`config.mk`:
```
export PLATFORM = sky130hd
export DESIGN_NAME = sha256_mem_arbiter
export DESIGN_NICKNAME = d
export VERILOG_FILES = /design/src/rtl/sha256_arb_pkg.sv /design/src/rtl/sha256_rr_picker.sv /design/src/rtl/sha256_mem_arbiter.sv
export SDC_FILE = /design/constraint.sdc
export NUM_CORES = 1
export LEC_CHECK = 0
export CORE_AREA = 2 2 129 131
export CTS_BUF_LIST = sky130_fd_sc_hd__clkbuf_16
export CTS_CLUSTER_DIAMETER = 200
export DETAILED_ROUTE_END_ITERATION = 10
export DIE_AREA = 0 0 131 133
export PLACE_DENSITY_LB_ADDON = 0.05
export SETUP_SLACK_MARGIN = 0.2
export SYNTH_ARGS = -nofsm -noshare
export SYNTH_HDL_FRONTEND = slang
export SYNTH_SLANG_ARGS = --single-unit
export TNS_END_PERCENT = 50
```
`constraint.sdc`:
```
create_clock -name clk -period 3.87 [get_ports clk]
set_input_delay 0.5805 -clock clk [delete_from_list [all_inputs] [get_ports clk]]
set_output_delay 0.5805 -clock clk [all_outputs]
set_load 0.01 [all_outputs]
```
`src/rtl/sha256_arb_pkg.sv`:
```
// Shared types and constants for the SHA-256 core memory arbiter.
package sha256_arb_pkg;

  localparam int ADDR_W        = 16;
  localparam int DATA_W        = 32;
  localparam int DEF_NUM_REQ   = 4;
  localparam int DEF_MAX_BURST = 8;

  typedef enum logic [1:0] {
    ST_IDLE     = 2'd0,
    ST_OWN      = 2'd1,
    ST_HANDOVER = 2'd2
  } arb_state_e;

endpackage

```
`src/rtl/sha256_rr_picker.sv`:
```
// Combinational round-robin picker: first requester found starting after last_owner.
module sha256_rr_picker #(
  parameter int NUM_REQ = 4,
  parameter int IDX_W   = $clog2(NUM_REQ)
) (
  input  logic [NUM_REQ-1:0] req,
  input  logic [IDX_W-1:0]   last_owner,
  output logic               valid,
  output logic [IDX_W-1:0]   winner
);

  logic [IDX_W-1:0] idx_s;

  // Scan from lowest to highest priority so the nearest requester after last_owner wins.
  always_comb begin
    valid  = 1'b0;
    winner = {IDX_W{1'b0}};
    idx_s  = {IDX_W{1'b0}};
    for (int i = NUM_REQ; i >= 1; i--) begin
      idx_s = IDX_W'((int'(last_owner) + i) % NUM_REQ);
      if (req[idx_s]) begin
        valid  = 1'b1;
        winner = idx_s;
      end else begin
        valid  = valid;
      end
    end
  end

endmodule

```
`src/rtl/sha256_mem_arbiter.sv`:
```
// Round-robin arbiter letting NUM_REQ SHA cores share one memory port, with burst-limited ownership.
module sha256_mem_arbiter
  import sha256_arb_pkg::*;
#(
  parameter int NUM_REQ   = DEF_NUM_REQ,
  parameter int MAX_BURST = DEF_MAX_BURST
) (
  input  logic                       clk,
  input  logic                       reset,
  input  logic [NUM_REQ-1:0]         req,
  input  logic [NUM_REQ-1:0]         acc,
  input  logic [NUM_REQ-1:0]         we_in,
  input  logic [NUM_REQ*ADDR_W-1:0]  addr_in,
  input  logic [NUM_REQ*DATA_W-1:0]  wdata_in,
  output logic [NUM_REQ-1:0]         gnt,
  output logic                       mem_we,
  output logic [ADDR_W-1:0]          mem_addr,
  output logic [DATA_W-1:0]          mem_write_data,
  input  logic [DATA_W-1:0]          mem_read_data,
  output logic [DATA_W-1:0]          rd_data,
  output logic [NUM_REQ-1:0]         rd_valid
);

  localparam int                 IDX_W      = $clog2(NUM_REQ);
  localparam logic [NUM_REQ-1:0] ZERO_VEC   = {NUM_REQ{1'b0}};
  localparam logic [NUM_REQ-1:0] ONE_HOT0   = {{(NUM_REQ-1){1'b0}}, 1'b1};
  localparam logic [IDX_W-1:0]   LAST_RST   = IDX_W'(NUM_REQ - 1);
  localparam logic [7:0]         BURST_LAST = 8'(MAX_BURST - 1);

  arb_state_e         state_r;
  logic [NUM_REQ-1:0] gnt_r;
  logic [NUM_REQ-1:0] rd_valid_r;
  logic [IDX_W-1:0]   last_owner_r;
  logic [7:0]         burst_r;

  logic               pick_valid_s;
  logic [IDX_W-1:0]   pick_winner_s;
  logic               accept_s;
  logic               owner_req_s;
  logic               others_req_s;
  logic [NUM_REQ-1:0] rd_sel_s;

  sha256_rr_picker #(
    .NUM_REQ (NUM_REQ),
    .IDX_W   (IDX_W)
  ) u_picker (
    .req        (req),
    .last_owner (last_owner_r),
    .valid      (pick_valid_s),
    .winner     (pick_winner_s)
  );

  // gnt_r is one-hot-or-zero, so masking with it isolates the owner's signals.
  assign accept_s     = |(gnt_r & acc);
  assign owner_req_s  = |(gnt_r & req);
  assign others_req_s = |(req & ~gnt_r);
  assign rd_sel_s     = gnt_r & acc & ~we_in;

  assign gnt      = gnt_r;
  assign rd_valid = rd_valid_r;
  assign rd_data  = mem_read_data;

  // Route the owner's accepted access to the memory port; idle port drives zeros.
  always_comb begin
    mem_we         = 1'b0;
    mem_addr       = {ADDR_W{1'b0}};
    mem_write_data = {DATA_W{1'b0}};
    for (int k = 0; k < NUM_REQ; k++) begin
      if (gnt_r[k] && acc[k]) begin
        mem_we         = we_in[k];
        mem_addr       = addr_in[k*ADDR_W +: ADDR_W];
        mem_write_data = wdata_in[k*DATA_W +: DATA_W];
      end else begin
        mem_we         = mem_we;
      end
    end
  end

  // Ownership FSM, burst counting and read-valid pipeline.
  always_ff @(posedge clk) begin
    if (reset) begin
      state_r      <= ST_IDLE;
      gnt_r        <= ZERO_VEC;
      rd_valid_r   <= ZERO_VEC;
      last_owner_r <= LAST_RST;
      burst_r      <= 8'd0;
    end else begin
      rd_valid_r <= rd_sel_s;
      case (state_r)
        ST_OWN: begin
          if (!owner_req_s) begin
            gnt_r   <= ZERO_VEC;
            burst_r <= 8'd0;
            state_r <= ST_HANDOVER;
          end else if (accept_s && (burst_r == BURST_LAST)) begin
            burst_r <= 8'd0;
            if (others_req_s) begin
              gnt_r   <= ZERO_VEC;
              state_r <= ST_HANDOVER;
            end
          end else if (accept_s) begin
            burst_r <= burst_r + 8'd1;
          end
        end
        // HANDOVER is the single no-owner turnaround cycle; it arbitrates exactly like IDLE.
        ST_IDLE, ST_HANDOVER: begin
          if (pick_valid_s) begin
            gnt_r        <= ONE_HOT0 << pick_winner_s;
            last_owner_r <= pick_winner_s;
            burst_r      <= 8'd0;
            state_r      <= ST_OWN;
          end else begin
            state_r      <= ST_IDLE;
          end
        end
        default: begin
          gnt_r   <= ZERO_VEC;
          burst_r <= 8'd0;
          state_r <= ST_IDLE;
        end
      endcase
    end
  end

endmodule

```
# Word-level counts from Yosys, hierarchy flattened

Index checks and enable logic that the tools add are counted.

Register bits: 20
Input bits: 238
Output and inout port bits: 89
Logic and storage cells: 85

Add/sub/neg operators: 5
Magnitude comparators: 4
Equality and inequality tests: 7
Shift operators: 1
Mux-type cells: 43
Bitwise logic cells: 6
Reductions and logical operators: 14

Operators by type and width:

| cell                                                                          | count |
|---|---|
| 32-bit 2-to-1 mux                                                             | 4 |
| 16-bit 2-to-1 mux                                                             | 4 |
| 8-bit 2-to-1 mux                                                              | 4 |
| 4-bit AND                                                                     | 4 |
| 4-bit 2-to-1 mux                                                              | 4 |
| 8-bit one-hot mux with 2 select lines                                         | 1 |
| 2-bit 2-to-1 mux                                                              | 7 |
| 1-bit 2-to-1 mux                                                              | 13 |
| 2-bit by 3-bit less-than comparator with 1-bit output (second input constant) | 4 |
| 4-bit OR reduction                                                            | 3 |
| 8-bit by 1-bit adder with 8-bit output (second input constant)                | 1 |
| 1-bit binary-select mux with 2-bit select                                     | 4 |
| 8-bit by 3-bit == test with 1-bit output (second input constant)              | 1 |
| 4-bit inverter                                                                | 2 |
| 4-bit one-hot mux with 2 select lines                                         | 1 |
| 3-bit inequality test (second input constant)                                 | 2 |
| 2-bit AND reduction                                                           | 3 |
| 1-bit logical AND                                                             | 5 |
| 2-bit by 1-bit adder with 2-bit output (second input constant)                | 2 |
| 2-bit adder (second input constant)                                           | 2 |
| 4-bit inequality test (second input constant)                                 | 1 |
| 2-bit one-hot mux with 2 select lines                                         | 1 |
| 1-bit by 2-bit << shifter with 4-bit output (first input constant)            | 1 |
| 3-bit AND reduction                                                           | 1 |
| other kinds (5)                                                               | 5 |

# Depth between registers and ports, before layout

Gate-level depths: netlist of the first run.

Word-level depth: 10
Gate-level depth with buffers: 8
Mapped depth without buffers: 5

# Modules after synthesis

From an unflattened synthesis of the first run, not the netlist that was laid out.

Cell total of the unflattened synthesis: 483
Area, all modules: 2820.2 µm²

By module, submodules not included:

| module             | times used | cells each | area each (µm²) |
|---|---|---|---|
| sha256_mem_arbiter | 1          | 469        | 2728.9 |
| sha256_rr_picker   | 1          | 14         | 91.3 |

# Worst setup path before layout of the first run

OpenSTA, ideal clock, no wires.

Path type: input port to output port
Start: input acc[1]
End: output mem_addr[0]
Arrival: 1699 ps
Required time: 3289 ps
Slack: 1590 ps
Cell stages on the path: 8
Buffers on the path: 3
Cells stage by stage: and2_1 > buf_2 > buf_2 > buf_2 > nand2_1 > a21oi_1 > a21oi_1 > o21ai_0

Word-level cells in the longest chain between the ends: 4

RTL lines:

| element                         | RTL line                 | RTL |
|---|---|---|
| from (decl)                     | sha256_mem_arbiter.sv:11 | `input logic [NUM_REQ-1:0] acc,` |
| 1-bit logical AND               | sha256_mem_arbiter.sv:69 | `if (gnt_r[k] && acc[k]) begin` |
| 16-bit 2-to-1 mux (3 in series) | sha256_mem_arbiter.sv:69 |  |
| to (decl)                       | sha256_mem_arbiter.sv:17 | `output logic [ADDR_W-1:0] mem_addr,` |

No other way between the ends.

# Worst setup path after layout of the first run

Start: input acc[1]
End: output mem_write_data[28]

Word-level cells in the longest chain between the ends: 4

RTL lines:

| element                         | RTL line                 | RTL |
|---|---|---|
| 1-bit logical AND               | sha256_mem_arbiter.sv:69 |  |
| 32-bit 2-to-1 mux (3 in series) | sha256_mem_arbiter.sv:69 |  |
| to (decl)                       | sha256_mem_arbiter.sv:18 | `output logic [DATA_W-1:0] mem_write_data,` |

No other way between the ends.

==> flow_summary_export.csv, run 1 <==
group,metric,value,unit
timing,setup_viol,0,
power,power_density,189,nW/µm²
floorplan,row_count,47,
power,netSwitchingPower,0.000287,W
floorplan,die_y,133,µm
critical_path,ff2ff_path_depth,6,
critical_path,arrival,2.65,ns
clocking,path_clk_slew,0.06,ns
placement,port_buffers,262,
outcome,status,"completed",
clocking,ctsHoldBuffers,0,
routing,avgViaCountPerCell,4.48,
timing,slew_viol_final,0,
routing,drc_errors,0,
floorplan,fp.coreArea,16200,µm²
critical_path,crit_start,"acc[1]",
floorplan,start_util,0.171,
timing,fin_setup_tns,0,ns
global_routing,grt_overflow,0,
timing,period_share,0.836,
power,p_seq_frac,0.220,
critical_path,r2r_setup_slack,1.81,ns
routing,drt-initial-drc-count,251,
logic_synthesis,synthesis.nets,716,
critical_path,r2r-start,"gnt[1]",
job,maxCapViolations,0,
layout,synthToLayoutAreaGrowth,98.0,%
timing,hold_viol_final,0,
clocking,ctsResizeCount,0,
clocking,cts_sinks,20,
power,comb_power_share,0.503,
global_routing,grt_pass1_wl,21900,µm
critical_path,endpoint_kind,"output pin",
logic_synthesis,synthCells,477,
floorplan,dieArea,17400,µm²
timing,period_needed,3.23,ns
global_routing,grt_pass1_vias,3815,
critical_path,start_kind,"input pin",
logic_synthesis,yosysUniqueCellTypes,41,
floorplan,fp.dieW,131,µm
logic_synthesis,postSynthAreaPerCell,5.78,µm²
power,leakage,1.78,nW
layout,layout_common_cells,"clkdlybuf4s50_1, a21oi_1, nand2_1, nand3_1, o21ai_0",
layout,post_layout_nonfiller_instances,899,
critical_path,crit_path_end,"mem_write_data[28]",
clocking,clock_latency,0.25,ns
layout,drive_above_1_share,0.0354,
routing,num_vias,4027,
global_routing,grt_max_degree,52,
logic_synthesis,yosysSeqAreaShare,0.145,
timing,slew_headroom,0.644,
power,p_int,0.000747,W
timing,clock_skew,0.00313,ns
layout,fillers,1741,
clocking,cts-root-buf,"clkbuf_16",
logic_synthesis,synthesis.area,2760,µm²
global_routing,grt_antenna_before_repair,2,
placement,post-place-cells,894,
routing,routedWlPerCell,16.9,µm
placement,dp_hpwl,11900,µm
clocking,cts_tree,"done",
routing,wirelength,15200,µm
timing,worst_slew_pin_slew,0.534,ns
power,ir_drop,0.177,mV
critical_path,worstReg2RegEnd,"gnt[2]",
power,p_sw_frac,0.277,
routing,drtPass1Iterations,4,
placement,gp_congestion,0.797,
layout,layout_commonest_cell,"clkdlybuf4s50_1",
logic_synthesis,synth-edff-count,0,
timing,max_freq,0.309,GHz
logic_synthesis,ys.flop_type,"dfxtp_1",
logic_synthesis,yosys_warnings,0,
min_path,hold_path.class,"reg -> reg",
floorplan,pin_count,327,
logic_synthesis,async_flop_share,0,
critical_path,cp_max_fo,22,
layout,layout.nets,918,
logic_synthesis,ys_ff_latch,20,
critical_path,critical_path_class,"in -> out",
clocking,post_cts_buffers,0,
clocking,cts_max_level,1,
timing,rsz0062_at_grt,"false",
clocking,cts-buffers-inserted,3,
power,power_frac_clock,0.277,
clocking,cts.path.max_buffers,2,
routing,ant_nets,0,
global_routing,global_route.usage.total,0.160,
critical_path,worstPathRequired,3.29,ns
power,p_total,0.00103,W
==> power groups by stage <==
stage	combinational (W)	clock, W	sequential [W]
detailed placement	0.000524	0	0.000232
global placement	0.000523	0	0.000231
floorplan	0.000208	0	0.000227
CTS	0.000527	0.000294	0.000227
finish	0.000520	0.000287	0.000227
global route	0.000563	0.000299	0.000229
==> through the flow <==
stage	utilization	area [µm²]	hold slack, ns	worst slack [ns]
after floorplan	-	2760	0.459	1.59
after global placement	0.331	5350	0.488	0.593
after detailed placement	0.331	5350	0.493	0.597
after CTS	0.337	5460	0.508	0.598
after global routing	0.338	5460	0.554	0.423
final	0.338	5460	0.507	0.635
==> cells by family after synthesis <==
kind of cell / after synthesis / synth area share
adder cells (fa/ha/maj): 1 / 0.00454
XOR/XNOR: 7 / 0.0222
buffers and inverters: 78 / 0.157
AO/OA/AOI/OAI: 178 / 0.351
multiplexers: 2 / 0.00726
AND/OR/NAND/NOR: 191 / 0.314
flip-flops: 20 / 0.145
==> flip-flops by register name, indices dropped and copies added, names as in the netlist <==
register      cells
state_r           2
burst_r           8
last_owner_r      2
rd_valid          4
gnt               4
==> worst min path at each step <==
stage	from	endpoint	slack [ns]	depth (start not counted)
floorplan	last_owner_r[0]	last_owner_r[0]	0.46	1
global placement	last_owner_r[0]	last_owner_r[0]	0.49	1
detailed placement	last_owner_r[0]	last_owner_r[0]	0.49	1
CTS	last_owner_r[0]	last_owner_r[0]	0.51	1
global route	last_owner_r[0]	last_owner_r[0]	0.55	1
finish	last_owner_r[0]	last_owner_r[0]	0.51	1
==> routing by layer <==
| metal | routed length [µm] | track usage | share of wire | vias up |
|---|---|---|---|---|
| met1 | 6220 | 0.194 | 0.41 | 1809 |
| li1 | - | - | - | 2035 |
| met2 | 7580 | 0.291 | 0.50 | 163 |
| met4 | 140 | 0.0189 | 0.0092 | 2 |
| met5 | 10 | 0 | 0.00066 | - |
| met3 | 1220 | 0.0376 | 0.080 | 18 |
==> layout make-up <==
cell class	count	area, µm²	area share
Timing Repair Buffer	271	2730	0.500
Inverter	4	15.0	0.00275
Clock inverter	1	30.0	0.00550
Multi-Input combinational cell	379	1930	0.354
Sequential cell	20	400	0.0733
Tap cell	220	275	0.0504
Antenna cell	1	2.50	0.000458
Clock buffer	3	75.1	0.0138
==> worst max-delay path, stage by stage <==
cell             delay [ns]
clkdlybuf4s50_1        0.50
and2_2                 0.16
buf_4                  0.29
nand2_1                0.09
a21oi_1                0.14
a21oi_1                0.05
o21ai_0                0.23
clkdlybuf4s50_1        0.59
==> synth_stat cells (all sizes together), types with 3 or more instances <==
library cell  instances  area share
a211oi                5       0.014
a21oi               105        0.19
and2                  4       0.010
buf                  43        0.11
clkbuf               31       0.042
dfxtp                20        0.15
inv                   4      0.0054
nand2               100        0.14
nand2b                6       0.015
nand3                51       0.093
nor2                 15       0.020
nor3                  5      0.0091
o21ai                51       0.093
o2bb2ai               3      0.0095
xnor2                 7       0.022
(Power assumes the default switching activity.)
==> run 2: changes to the inputs <==
- CORE_AREA: 2 2 129 131 -> 2 2 125 127
- DIE_AREA: 0 0 131 133 -> 0 0 127 129
- clock period: 3.87 -> 2.9 ns (I/O delays scaled with it)
==> run 2 against run 1 <==
Worst hold slack gained 0.0045 ns; register-to-register slack got worse by 0.96 ns; largest power group unchanged; sequential cell count stayed put.
==> flow_summary_export.csv, run 2 (same netlist as run 1, synthesis figures left out) <==
group,metric,value,unit
timing,worst_slew_pin_slew,0.492,ns
critical_path,r2r-start,"gnt[3]",
critical_path,cp_num_buf_inv,3,
layout,layout_common_cells,"clkdlybuf4s50_1, a21oi_1, nand2_1, nand3_1, o21ai_0",
floorplan,die_y,129,µm
floorplan,fp.coreArea,15000,µm²
critical_path,critical_path_class,"in -> out",
floorplan,row_count,45,
layout,postLayoutCoreUtil,0.372,
power,power_frac_clock,0.216,
timing,max_freq,0.364,GHz
global_routing,grt_pass1_wl,22300,µm
placement,post-place-cells,864,
floorplan,start_util,0.184,
layout,post_layout_nonfiller_instances,870,
critical_path,critPathTopFamily,"buffers and inverters",
job,maxCapViolations,0,
layout,fillers,1631,
layout,num_antenna_cells,0,
clocking,cts_sinks,20,
clocking,path_clk_slew,0.05,ns
global_routing,grt_overflow,0,
clocking,post_cts_buffers,0,
power,p_total,0.00128,W
routing,drtPass1Iterations,4,
routing,drt-initial-drc-count,152,
timing,period_share,0.947,
floorplan,dieArea,16400,µm²
clocking,cts_tree,"done",
critical_path,r2r_setup_slack,0.85,ns
critical_path,cp_cell_sequence,"clkdlybuf4s50_1, and2_4, buf_12, nand3_1, a21oi_1, a21oi_1, o21ai_1, clkdlybuf4s50_1",
critical_path,slowest_stage,"clkdlybuf4s50_1",
power,netSwitchingPower,0.000374,W
timing,hold_viol_final,0,
global_routing,grt_antenna_before_repair,0,
clocking,cts_max_level,1,
clocking,cts.path.max_buffers,2,
outcome,status,"completed",
layout,regMostFlops,"burst_r",
global_routing,grt_max_degree,55,
power,comb_power_share,0.548,
min_path,hold_path.class,"reg -> reg",
power,leakage,2.22,nW
routing,num_vias,4124,
critical_path,critPathMaxStageDelay,0.57,ns
timing,period_needed,2.75,ns
critical_path,start_kind,"input pin",
power,p_sw_frac,0.291,
critical_path,endpoint_kind,"output pin",
critical_path,cp_max_fo,17,
routing,wirelength,15400,µm
clocking,clock_latency,0.25,ns
timing,rsz0062_at_grt,"true",
layout,layout_commonest_cell,"clkdlybuf4s50_1",
routing,drc_errors,0,
placement,dp_hpwl,11900,µm
clocking,cts-buffers-inserted,3,
clocking,cts-root-buf,"clkbuf_16",
power,power_density,230,nW/µm²
critical_path,arrival,2.31,ns
routing,ant_nets,0,
layout,largest_reg_flops,8,
timing,clock_skew,0.00138,ns
routing,avgViaCountPerCell,4.74,
power,ir_drop,0.339,mV
layout,synthToLayoutAreaGrowth,102,%
timing,slew_headroom,0.671,
global_routing,grt_pass1_vias,4022,
floorplan,fp.dieW,127,µm
critical_path,worstPathRequired,2.47,ns
floorplan,pin_count,327,
layout,layout.nets,923,
placement,gp_congestion,0.800,
global_routing,global_route.usage.total,0.170,
layout,drive_above_1_share,0.0411,
timing,setup_viol,0,
power,p_int,0.000909,W
clocking,ctsHoldBuffers,0,
critical_path,crit_start,"acc[0]",
min_path,min_from,"last_owner_r[0]",
routing,routedWlPerCell,17.6,µm
power,p_seq_frac,0.236,
timing,slew_viol_final,0,
placement,port_buffers,262,
## run 2: cell types whose count changed in the layout (fill, tap and decap cells not counted), sizes merged
cell | before | now
buf | 9 | 11
bufbuf | 0 | 3
bufinv | 1 | 0
clkdlybuf4s50 | 262 | 224
diode | 1 | 0
dlygate4sd2 | 0 | 22
dlymetal6s2s | 0 | 16
## run 2: power by group through the flow
stage	clock network (W)	registers [W]	logic [W]
final	0.000278	0.000303	0.000702
after global routing	0.000299	0.000305	0.000758
after CTS	0.000285	0.000303	0.000717
after detailed placement	0	0.000309	0.000712
after global placement	0	0.000309	0.000711
after floorplan	0	0.000303	0.000277
## run 2: final cells by class
class / count / area, µm² / area share
repair buffers: 276 / 2920 / 0.523
inverters: 4 / 15.0 / 0.00269
multi-input cells: 379 / 1940 / 0.347
flip-flops and latches: 20 / 400 / 0.0718
well taps: 188 / 235 / 0.0422
clock buffers: 3 / 75.1 / 0.0135
## run 2: final timing paths
path	end	cells past startpoint
worst max-delay path	mem_write_data[4]	8
worst min-delay path	last_owner_r[0]	1
worst max register to register	gnt[2]	6
worst min register to register	last_owner_r[0]	1
## run 2: per-stage QoR
| stage | cell area, µm² | TNS, ns | hold slack [ns] | setup slack [ns] |
|---|---|---|---|---|
| after floorplan | 2760 | 0 | 0.459 | 0.888 |
| after global placement | 5390 | -0.130 | 0.499 | -0.0824 |
| after detailed placement | 5390 | -0.174 | 0.503 | -0.0934 |
| after CTS | 5540 | 0 | 0.515 | 0.0314 |
| after global routing | 5580 | 0 | 0.554 | 0.0278 |
| final | 5580 | 0 | 0.512 | 0.154 |
## run 2: what timing repair did
item | CTS | global route
setup endpoints to repair | 49 | 32
gates resized for setup | 26 | 16
gates cloned | 3 | 0
## run 2: layer usage
metal | routed length, µm | vias up | track usage | share of wire
li1 | - | 2046 | - | -
met1 | 5990 | 1864 | 0.197 | 0.39
met2 | 8070 | 200 | 0.334 | 0.53
met3 | 1160 | 14 | 0.0333 | 0.075
met4 | 132 | 0 | 0.0162 | 0.0086
met5 | 0 | - | 0 | 0
